## src/rtl/timer_sequencer.sv

```systemverilog
// timer_sequencer -- run controller for an external loadable up/down counter.
// The controller loads a start value into the counter and then steps it with
// the Tick pulse until the terminal value for the chosen direction is reached.
// Pause freezes a run and Stop aborts it. Runs counts how many runs completed.
//
// Optional feature macro: AUTO_RELOAD_EN
//   When defined, a completed run reloads the same start value and direction
//   and runs again. The controller stays busy until Stop ends the sequence.
//   When undefined (default), every completed run returns to IDLE.

module timer_sequencer #(
   parameter int LENGTH     = 4,
   parameter int EndCount   = 9,
   parameter int BeginCount = 0,
   parameter int RUNS_WIDTH = 8
) (
   input  logic                  CLOCK,
   input  logic                  Reset,
   input  logic                  Start,
   input  logic                  Stop,
   input  logic                  Pause,
   input  logic                  Dir,
   input  logic [LENGTH-1:0]     Preset,
   input  logic                  Tick,
   input  logic [LENGTH-1:0]     Q,
   output logic                  S1,
   output logic                  S0,
   output logic [LENGTH-1:0]     P,
   output logic                  Busy,
   output logic                  Done,
   output logic [RUNS_WIDTH-1:0] Runs
);

   typedef enum logic [2:0] {
      ST_IDLE  = 3'd0,
      ST_LOAD  = 3'd1,
      ST_RUN   = 3'd2,
      ST_PAUSE = 3'd3,
      ST_DONE  = 3'd4
   } state_e;

   // Mode codes understood by the external counter.
   typedef enum logic [1:0] {
      MODE_HOLD = 2'b00,
      MODE_UP   = 2'b01,
      MODE_DOWN = 2'b10,
      MODE_LOAD = 2'b11
   } mode_e;

   localparam logic [LENGTH-1:0] END_VAL   = LENGTH'(EndCount);
   localparam logic [LENGTH-1:0] BEGIN_VAL = LENGTH'(BeginCount);

   state_e                state_q, state_d;
   logic [LENGTH-1:0]     preset_q, preset_d;
   logic                  dir_q, dir_d;
   logic [RUNS_WIDTH-1:0] runs_q, runs_d;
   mode_e                 mode;
   logic [LENGTH-1:0]     term_val;
   logic                  at_term;
   logic                  accept_start;

   // The terminal value depends only on the latched direction, so a run
   // never has its end point changed by Dir toggling mid-run.
   assign term_val = dir_q ? END_VAL : BEGIN_VAL;
   assign at_term  = (Q == term_val);

   // Start is only meaningful in IDLE; Busy covers every other live state.
   assign accept_start = (state_q == ST_IDLE) && Start;

   // State register; Reset drops the controller to IDLE at once, mid-run too.
   // NOTE: sequential state uses non-blocking (<=) so every register samples
   // the pre-edge values; blocking here would create order-dependent races.
   always_ff @(posedge CLOCK or posedge Reset) begin
      if (Reset) begin
         state_q <= ST_IDLE;
      end else begin
         state_q <= state_d;
      end
   end

   // Run parameters and completed-run counter.
   always_ff @(posedge CLOCK or posedge Reset) begin
      if (Reset) begin
         preset_q <= '0;
         dir_q    <= 1'b0;
         runs_q   <= '0;
      end else begin
         preset_q <= preset_d;
         dir_q    <= dir_d;
         runs_q   <= runs_d;
      end
   end

   // Next values of the run parameters and of the run counter.
   always_comb begin
      // NOTE: every signal assigned in always_comb gets a default first, so
      // no path leaves it unassigned and no latch is inferred.
      preset_d = preset_q;
      dir_d    = dir_q;
      runs_d   = runs_q;
      if (accept_start) begin
         preset_d = Preset;
         dir_d    = Dir;
      end
      // The counter wraps naturally at 2^RUNS_WIDTH.
      if (state_q == ST_DONE) begin
         runs_d = runs_q + 1'b1;
      end
   end

   // Next-state logic. Stop outranks Pause, Tick and the terminal test.
   always_comb begin
      state_d = state_q;
      unique case (state_q)
         ST_IDLE: begin
            if (Start) begin
               state_d = ST_LOAD;
            end
         end
         ST_LOAD: begin
            if (Stop) begin
               state_d = ST_IDLE;
            end else begin
               state_d = ST_RUN;
            end
         end
         ST_RUN: begin
            if (Stop) begin
               state_d = ST_IDLE;
            end else if (at_term) begin
               // Covers Preset equal to the terminal value: no counting at all.
               state_d = ST_DONE;
            end else if (Pause) begin
               state_d = ST_PAUSE;
            end
         end
         ST_PAUSE: begin
            if (Stop) begin
               state_d = ST_IDLE;
            end else if (Pause) begin
               state_d = ST_RUN;
            end
         end
         ST_DONE: begin
`ifdef AUTO_RELOAD_EN
            // Reload with the latched start value; only Stop breaks the loop.
            if (Stop) begin
               state_d = ST_IDLE;
            end else begin
               state_d = ST_LOAD;
            end
`else
            state_d = ST_IDLE;
`endif
         end
         default: state_d = ST_IDLE;
      endcase
   end

   // Counter mode decode. The counter is only stepped while Q is short of the
   // terminal value, so it can never be driven past it and never wraps.
   always_comb begin
      mode = MODE_HOLD;
      unique case (state_q)
         ST_LOAD: mode = MODE_LOAD;
         ST_RUN: begin
            if (!Stop && Tick && !at_term) begin
               mode = dir_q ? MODE_UP : MODE_DOWN;
            end
         end
         default: mode = MODE_HOLD;
      endcase
   end

   assign S1 = mode[1];
   assign S0 = mode[0];
   assign P  = preset_q;
   assign Runs = runs_q;
   assign Done = (state_q == ST_DONE);

`ifdef AUTO_RELOAD_EN
   // DONE is only a pass-through step of an ongoing sequence.
   assign Busy = (state_q != ST_IDLE);
`else
   assign Busy = (state_q == ST_LOAD) || (state_q == ST_RUN) ||
                 (state_q == ST_PAUSE);
`endif

endmodule

```

## config.mk

```make
export PLATFORM = sky130hd
export DESIGN_NAME = timer_sequencer
export DESIGN_NICKNAME = d
export VERILOG_FILES = /design/src/rtl/timer_sequencer.sv
export SDC_FILE = /design/constraint.sdc
export NUM_CORES = 1
export LEC_CHECK = 0
export ABC_AREA = 1
export CAP_MARGIN = 20
export CORE_ASPECT_RATIO = 1.5
export CORE_MARGIN = 2
export CORE_UTILIZATION = 40
export DETAILED_ROUTE_END_ITERATION = 16
export PLACE_DENSITY = 0.74
export SLEW_MARGIN = 20
export SYNTH_ARGS = -nofsm -noshare
export SYNTH_HDL_FRONTEND = slang
export SYNTH_SLANG_ARGS = --single-unit
```

## constraint.sdc

```tcl
create_clock -name CLOCK -period 1.5 [get_ports CLOCK]
set_input_delay 0.3 -clock CLOCK [delete_from_list [all_inputs] [get_ports CLOCK]]
set_output_delay 0.3 -clock CLOCK [all_outputs]
set_load 0.05 [all_outputs]
```

==> impl_metrics.py, run 1 <==
metrics = {
    "yosys": {
        "avgSynthCellArea_um2": 8.87,
        "synth_cell_types": 19,
        "muxShareOfSynthArea": 0.0552,
        "ys_ff_latch": 16,
        "synthCells": 92,
        "synth_nets": 108,
        "synth-simple-area-share": 0.288,
        "synth_compound_area_frac": 0.0368,
        "synthTopCellsByArea": "dfrtp_1 (49%), nand2_1 (8.7%), inv_1 (5.5%)",
        "synth_top_area_cell": "dfrtp_1",
        "synth_top_family_by_area": "simple AND/OR/NAND/NOR gates",
        "yosysTopAreaCellShare": 0.491,
        "yosysWarnings": 0,
        "synthAdderAreaFrac": 0.0153,
        "yosysSeqAreaShare": 0.491,
        "synth_xor_area_frac": 0.0537,
        "synth_area_um2": 816,
    },
    "setup_path": {
        "critPathMaxStageDelay_ns": 0.41,
        "worst-path-max-fanout": 2,
        "cp-start-kind": "flop",
        "crit_top_cell": "nand3_4",
        "crit_slowest_cell": "dfrtp_1",
        "required_ns": 1.20,
        "end_kind": "output port",
        "path_cells": "inv_2 > nand3_4 > nor2_4 > nand3_4 > o21ai_4 > buf_12",
        "rr_worst_depth": 8,
        "critPathKind": "flop to output port",
        "cp.arrival_ns": 1.44,
    },
    "finish": {
        "fill_cells": 135,
        "syn2layout_area_growth_pct": 92.8,
        "final_area_um2": 1570,
        "seqCellArea_um2": 400,
        "final_cell_mix": "buf_4 (17), dfrtp_1 (16), nand2_1 (16), buf_12 (16), clkdlybuf4s50_1 (12)",
        "final_core_util": 0.796,
        "drive_gt1_frac": 0.451,
        "final_common_cell": "buf_4",
        "multi_input_area_um2": 460,
        "nNetsFinal": 161,
        "antenna_cells_inserted": 0,
    },
    "detailed_routing": {
        "ant_nets": 0,
        "drt_first_pass_iters": 2,
        "vias": 825,
        "wl_per_cell_um": 13.9,
        "first_iter_violations": 10,
        "post-route-drc-count": 0,
        "via_per_inst": 4.97,
        "wl_um": 2310,
    },
    "run_status": {
        "status": "finished with violations",
        "violations": "setup timing",
    },
    "floorplan": {
        "fp.dieArea_um2": 2420,
        "fp.coreArea_um2": 1980,
        "io_pins": 31,
        "initial_core_util": 0.413,
        "num_rows": 20,
        "die_h_um": 59.3,
        "die_w_um": 40.9,
    },
    "global_routing": {
        "grt_pass1_wl_um": 3620,
        "grt_pass1_vias": 888,
        "grt_max_degree": 17,
        "overflow": 0,
        "grt_usage": 0.224,
        "antenna_found_initial": 0,
    },
    "sta": {
        "fin_skew_ns": 0.00102,
        "fmax_mhz": 574,
        "worstMarginPinSlew_ns": 0.283,
        "setup_viol": 5,
        "finalCritPeriodShare": 1.16,
        "slew_viol_final": 0,
        "hold_viol": 0,
        "slew_headroom": 0.811,
        "min_period_ns": 1.74,
        "rsz0062_at_grt": "yes",
        "finalWorstSetupSlack_ns": -0.242,
    },
    "pwr": {
        "power_frac_comb": 0.634,
        "seqPwrFrac": 0.257,
        "switching_power_mw": 1.07,
        "sw_frac_of_total": 0.417,
        "p_int_mw": 1.49,
        "p_leak_nw": 0.722,
        "p_per_area_nw_per_um2": 1630,
        "peakVddDrop_v": 0.000966,
        "p_clk_frac": 0.109,
    },
    "clocking": {
        "cts_tree": "built",
        "htree_levels": 1,
        "cts_buffer_depth": 2,
        "clk_pin_slew_ns": 0.09,
        "worstSkewPairLatency_ns": 0.28,
        "cts_root_buf": "clkbuf_4",
        "cts_buffers": 3,
        "clock-sinks": 16,
    },
    "run": {
        "maxCapViolCount": 0,
    },
    "place": {
        "port_buffers": 30,
        "dpl_worst_slack_ns": -0.322,
        "place_congestion": 0.700,
        "postPlaceCellArea_um2": 1410,
        "dpl.hpwl_um": 1710,
    },
    "min_path": {
        "hp-class": "primary input to asynchronous set/reset pin",
    },
}
-- layout make-up --
class / count / share of cell area
repair buffers: 48 / 0.379
multi-input cells: 63 / 0.293
flip-flops and latches: 16 / 0.255
inverters: 13 / 0.0326
clock buffers: 4 / 0.0231
well taps: 22 / 0.0175
-- power groups by stage --
stage	sequential, mW	clock [mW]	combinational [mW]
detailed placement	0.663	0	1.46
global route	0.674	0.303	1.70
global placement	0.653	0	1.43
floorplan	0.887	0	0.503
finish	0.658	0.278	1.62
CTS	0.660	0.282	1.56
-- per-layer routing --
layer,wire [um],part of all wire,vias up,track usage
met1,796,0.34,399,0.227
met3,127,0.055,6,0.0451
met2,1350,0.58,22,0.406
li1,-,-,398,-
met4,40,0.017,0,0.0952
met5,0,0,-,0
-- state kept, by name, summed over array words and instances, names as in the netlist --
signal / count
Runs: 8
P: 4
state_q: 3
dir_q: 1
-- through the flow --
stage                     power [mW]  instances  setup TNS [ns]  hold WS [ns]
after detailed placement        2.12        153          -0.802         0.542
after global placement          2.08        153          -0.622         0.538
after global routing            2.68        166          -0.968         0.326
after floorplan                 1.39         92         -0.0201         0.214
final                           2.56        166          -0.605         0.321
after CTS                       2.50        164          -0.551         0.321
-- cell usage after synthesis (all sizes together) --
cell type  count
o21ai          5
xor2           4
or2            2
nor3           3
dfrtp         16
nand4          2
mux2           4
xnor2          1
nor2          10
inv           13
ha             1
nand3         10
nand2         20
a21oi          1
-- worst max-delay path: cells and delay by family, from the launching register on --
kind            cells  cell delay [ns]
buf+inv             2             0.24
compound gates      1             0.16
simple gates        3             0.34
flops               1             0.41
-- cell families after synthesis --
logic type,count (synthesis)
mux,4
xor+xnor,5
fa+ha+maj,1
buf+inv,13
flops,16
compound gates,6
simple gates,47
-- what timing repair did --
action                     4_1_cts  5_1_grt
cloned                           0        0
buffers inserted                 7        3
setup endpoints to repair        4        9
hold buffers                     0        0
pin swaps                        8        6
gates resized for setup          9        9
-- worst paths after layout --
| kind | start | to | slack, ns |
|---|---|---|---|
| worst min register to register | P[3]$_DFFE_PP0P_ | P[3]$_DFFE_PP0P_ | 0.58 |
| worst max register to register | state_q[1]$_DFFE_PP0P_ | state_q[0]$_DFFE_PP0P_ | -0.03 |
| max in group asynchronous | Reset | Runs[1]$_DFFE_PP0P_ | 1.00 |
| worst min-delay path | Reset | P[0]$_DFFE_PP0P_ | 0.32 |
| worst max-delay path | state_q[0]$_DFFE_PP0P_ | S1 | -0.24 |
| min in group CLOCK | P[3]$_DFFE_PP0P_ | P[3]$_DFFE_PP0P_ | 0.58 |
No activity file was read; power rests on OpenSTA's default activity.
==> inputs of run 2 (changes only) <==
CORE_UTILIZATION = 35   (was 40)
PLACE_DENSITY = 0.66   (was 0.74)
==> run 2 against run 1 <==
- the run still ends with setup timing left
- first-iteration DRC count fell by 40%
- wire length fell by 1.6%
- maximum frequency rose by 1.6%
- sequential cell count unchanged
- core utilization down 8.8 points
- largest power group unchanged
- register-to-register slack about the same
- cell count increased by 0.60%
- critical endpoint unchanged
- combinational power barely moved
- hold slack worse by 0.18 ns
- setup slack gained 0.027 ns
- critical path depth stayed put
- non-clock buffer count unchanged
==> impl_metrics.py, run 2 (synthesis gave the netlist of run 1 again) <==
metrics = {
    "run_status": {
        "status": "finished with violations",
        "violations": "setup timing",
    },
    "finish": {
        "syn2layout_area_growth_pct": 93.7,
        "drive_gt1_frac": 0.444,
        "final_cell_mix": "nand2_1 (17), dfrtp_1 (16), buf_12 (16), buf_4 (16), clkdlybuf4s50_1 (12)",
        "nNetsFinal": 161,
        "final_common_cell": "nand2_1",
        "final_core_util": 0.708,
        "largest_reg_flops": 8,
        "antenna_cells_inserted": 0,
        "final_area_um2": 1580,
    },
    "pwr": {
        "peakVddDrop_v": 0.000929,
        "p_per_area_nw_per_um2": 1610,
        "p_leak_nw": 0.727,
        "p_total_mw": 2.55,
    },
    "floorplan": {
        "io_pins": 31,
        "num_rows": 21,
        "die_h_um": 63.1,
        "fp.coreArea_um2": 2230,
        "fp.dieArea_um2": 2740,
        "die_w_um": 43.4,
        "initial_core_util": 0.365,
    },
    "place": {
        "place_congestion": 0.848,
        "port_buffers": 30,
        "postPlaceCellArea_um2": 1410,
        "dpl_worst_slack_ns": -0.321,
        "dpl.hpwl_um": 1690,
    },
    "global_routing": {
        "grt_busiest_layer": "met2",
        "grt_pass1_vias": 870,
        "gr-usage-met1": 0.197,
        "grt_use_met3": 0.0229,
        "grt_pass1_wl_um": 3730,
        "met2_usage": 0.315,
        "grt_max_degree": 16,
        "antenna_found_initial": 0,
        "overflow": 0,
        "grt_usage": 0.177,
    },
    "sta": {
        "slew_viol_final": 0,
        "fmax_mhz": 583,
        "fin_skew_ns": 0.0107,
        "setup_viol": 5,
        "min_period_ns": 1.72,
        "hold_viol": 0,
        "whs_ns": 0.139,
        "finalWorstSetupSlack_ns": -0.215,
        "slew_headroom": 0.805,
        "worstMarginPinSlew_ns": 0.293,
        "finalCritPeriodShare": 1.14,
        "rsz0062_at_grt": "yes",
    },
    "detailed_routing": {
        "via_per_inst": 4.81,
        "vias": 804,
        "drt_first_pass_iters": 4,
        "post-route-drc-count": 0,
        "wl_um": 2270,
        "ant_nets": 0,
        "wl_per_cell_um": 13.6,
        "first_iter_violations": 6,
    },
    "clocking": {
        "cts_root_buf": "clkbuf_4",
        "cts_buffer_depth": 2,
        "clk_pin_slew_ns": 0.09,
        "holdBufCountCts": 0,
        "worstSkewPairLatency_ns": 0.29,
        "cts_buffers": 3,
        "clock-sinks": 16,
        "htree_levels": 1,
        "cts_tree": "built",
    },
    "setup_path": {
        "required_ns": 1.20,
        "cp-start-kind": "primary input",
        "cp.arrival_ns": 1.42,
        "r2r_slack_ns": -0.03,
        "worst-path-max-fanout": 2,
        "end_kind": "output port",
        "critPathKind": "primary input to output port",
    },
    "run": {
        "maxCapViolCount": 0,
    },
    "min_path": {
        "hp-class": "primary input to asynchronous set/reset pin",
    },
}
-- run 2: cell counts in the layout (fill, tap and decap cells not counted) --
Identical to the previous run, type by type.
-- run 2: where the power goes --
part           switching, mW  internal (mW)
combinational          0.812          0.800
clock                  0.135          0.148
sequential             0.118          0.539
-- run 2: metal layers --
layer / part of all wire / vias to the layer above
li1: - / 399
met1: 0.35 / 373
met2: 0.57 / 25
met3: 0.054 / 7
met4: 0.029 / 0
met5: 0 / -
-- run 2: final timing paths --
| check | start | to | cells past startpoint |
|---|---|---|---|
| hold / removal | Reset | Runs[7]$_DFFE_PP0P_ | 2 |
| hold reg to reg | Runs[7]$_DFFE_PP0P_ | Runs[7]$_DFFE_PP0P_ | 2 |
| min in group CLOCK | Runs[7]$_DFFE_PP0P_ | Runs[7]$_DFFE_PP0P_ | 2 |
| setup reg to reg | state_q[1]$_DFFE_PP0P_ | state_q[0]$_DFFE_PP0P_ | 8 |
| setup / recovery | Q[2] | S1 | 6 |
| max in group asynchronous | Reset | state_q[0]$_DFFE_PP0P_ | 3 |
-- run 2: per-stage QoR --
step                      instances  TNS, ns
after CTS                       164   -0.482
after global placement          154   -0.643
after floorplan                  92  -0.0201
after detailed placement        154   -0.792
final                           167   -0.563
after global routing            167   -0.901
-- run 2: worst max-delay path, cell delays in order --
cell,delay [ns]
clkdlybuf4s50_1,0.41
nor2_1,0.24
nand2_2,0.13
nand3_4,0.12
o21ai_4,0.07
buf_12,0.15
-- run 2: area by class of cell --
type	count	area [um2]
inverters	13	51.3
fillers	155	653
repair buffers	48	601
clock buffers	4	36.3
multi-input cells	63	463
flip-flops and latches	16	400
well taps	23	28.8
-- run 2: timing repair --
action | in CTS | in global routing
setup buffers | 6 | 3
endpoints found under the setup margin | 4 | 12
pin swaps | 6 | 2
resized for setup | 11 | 8
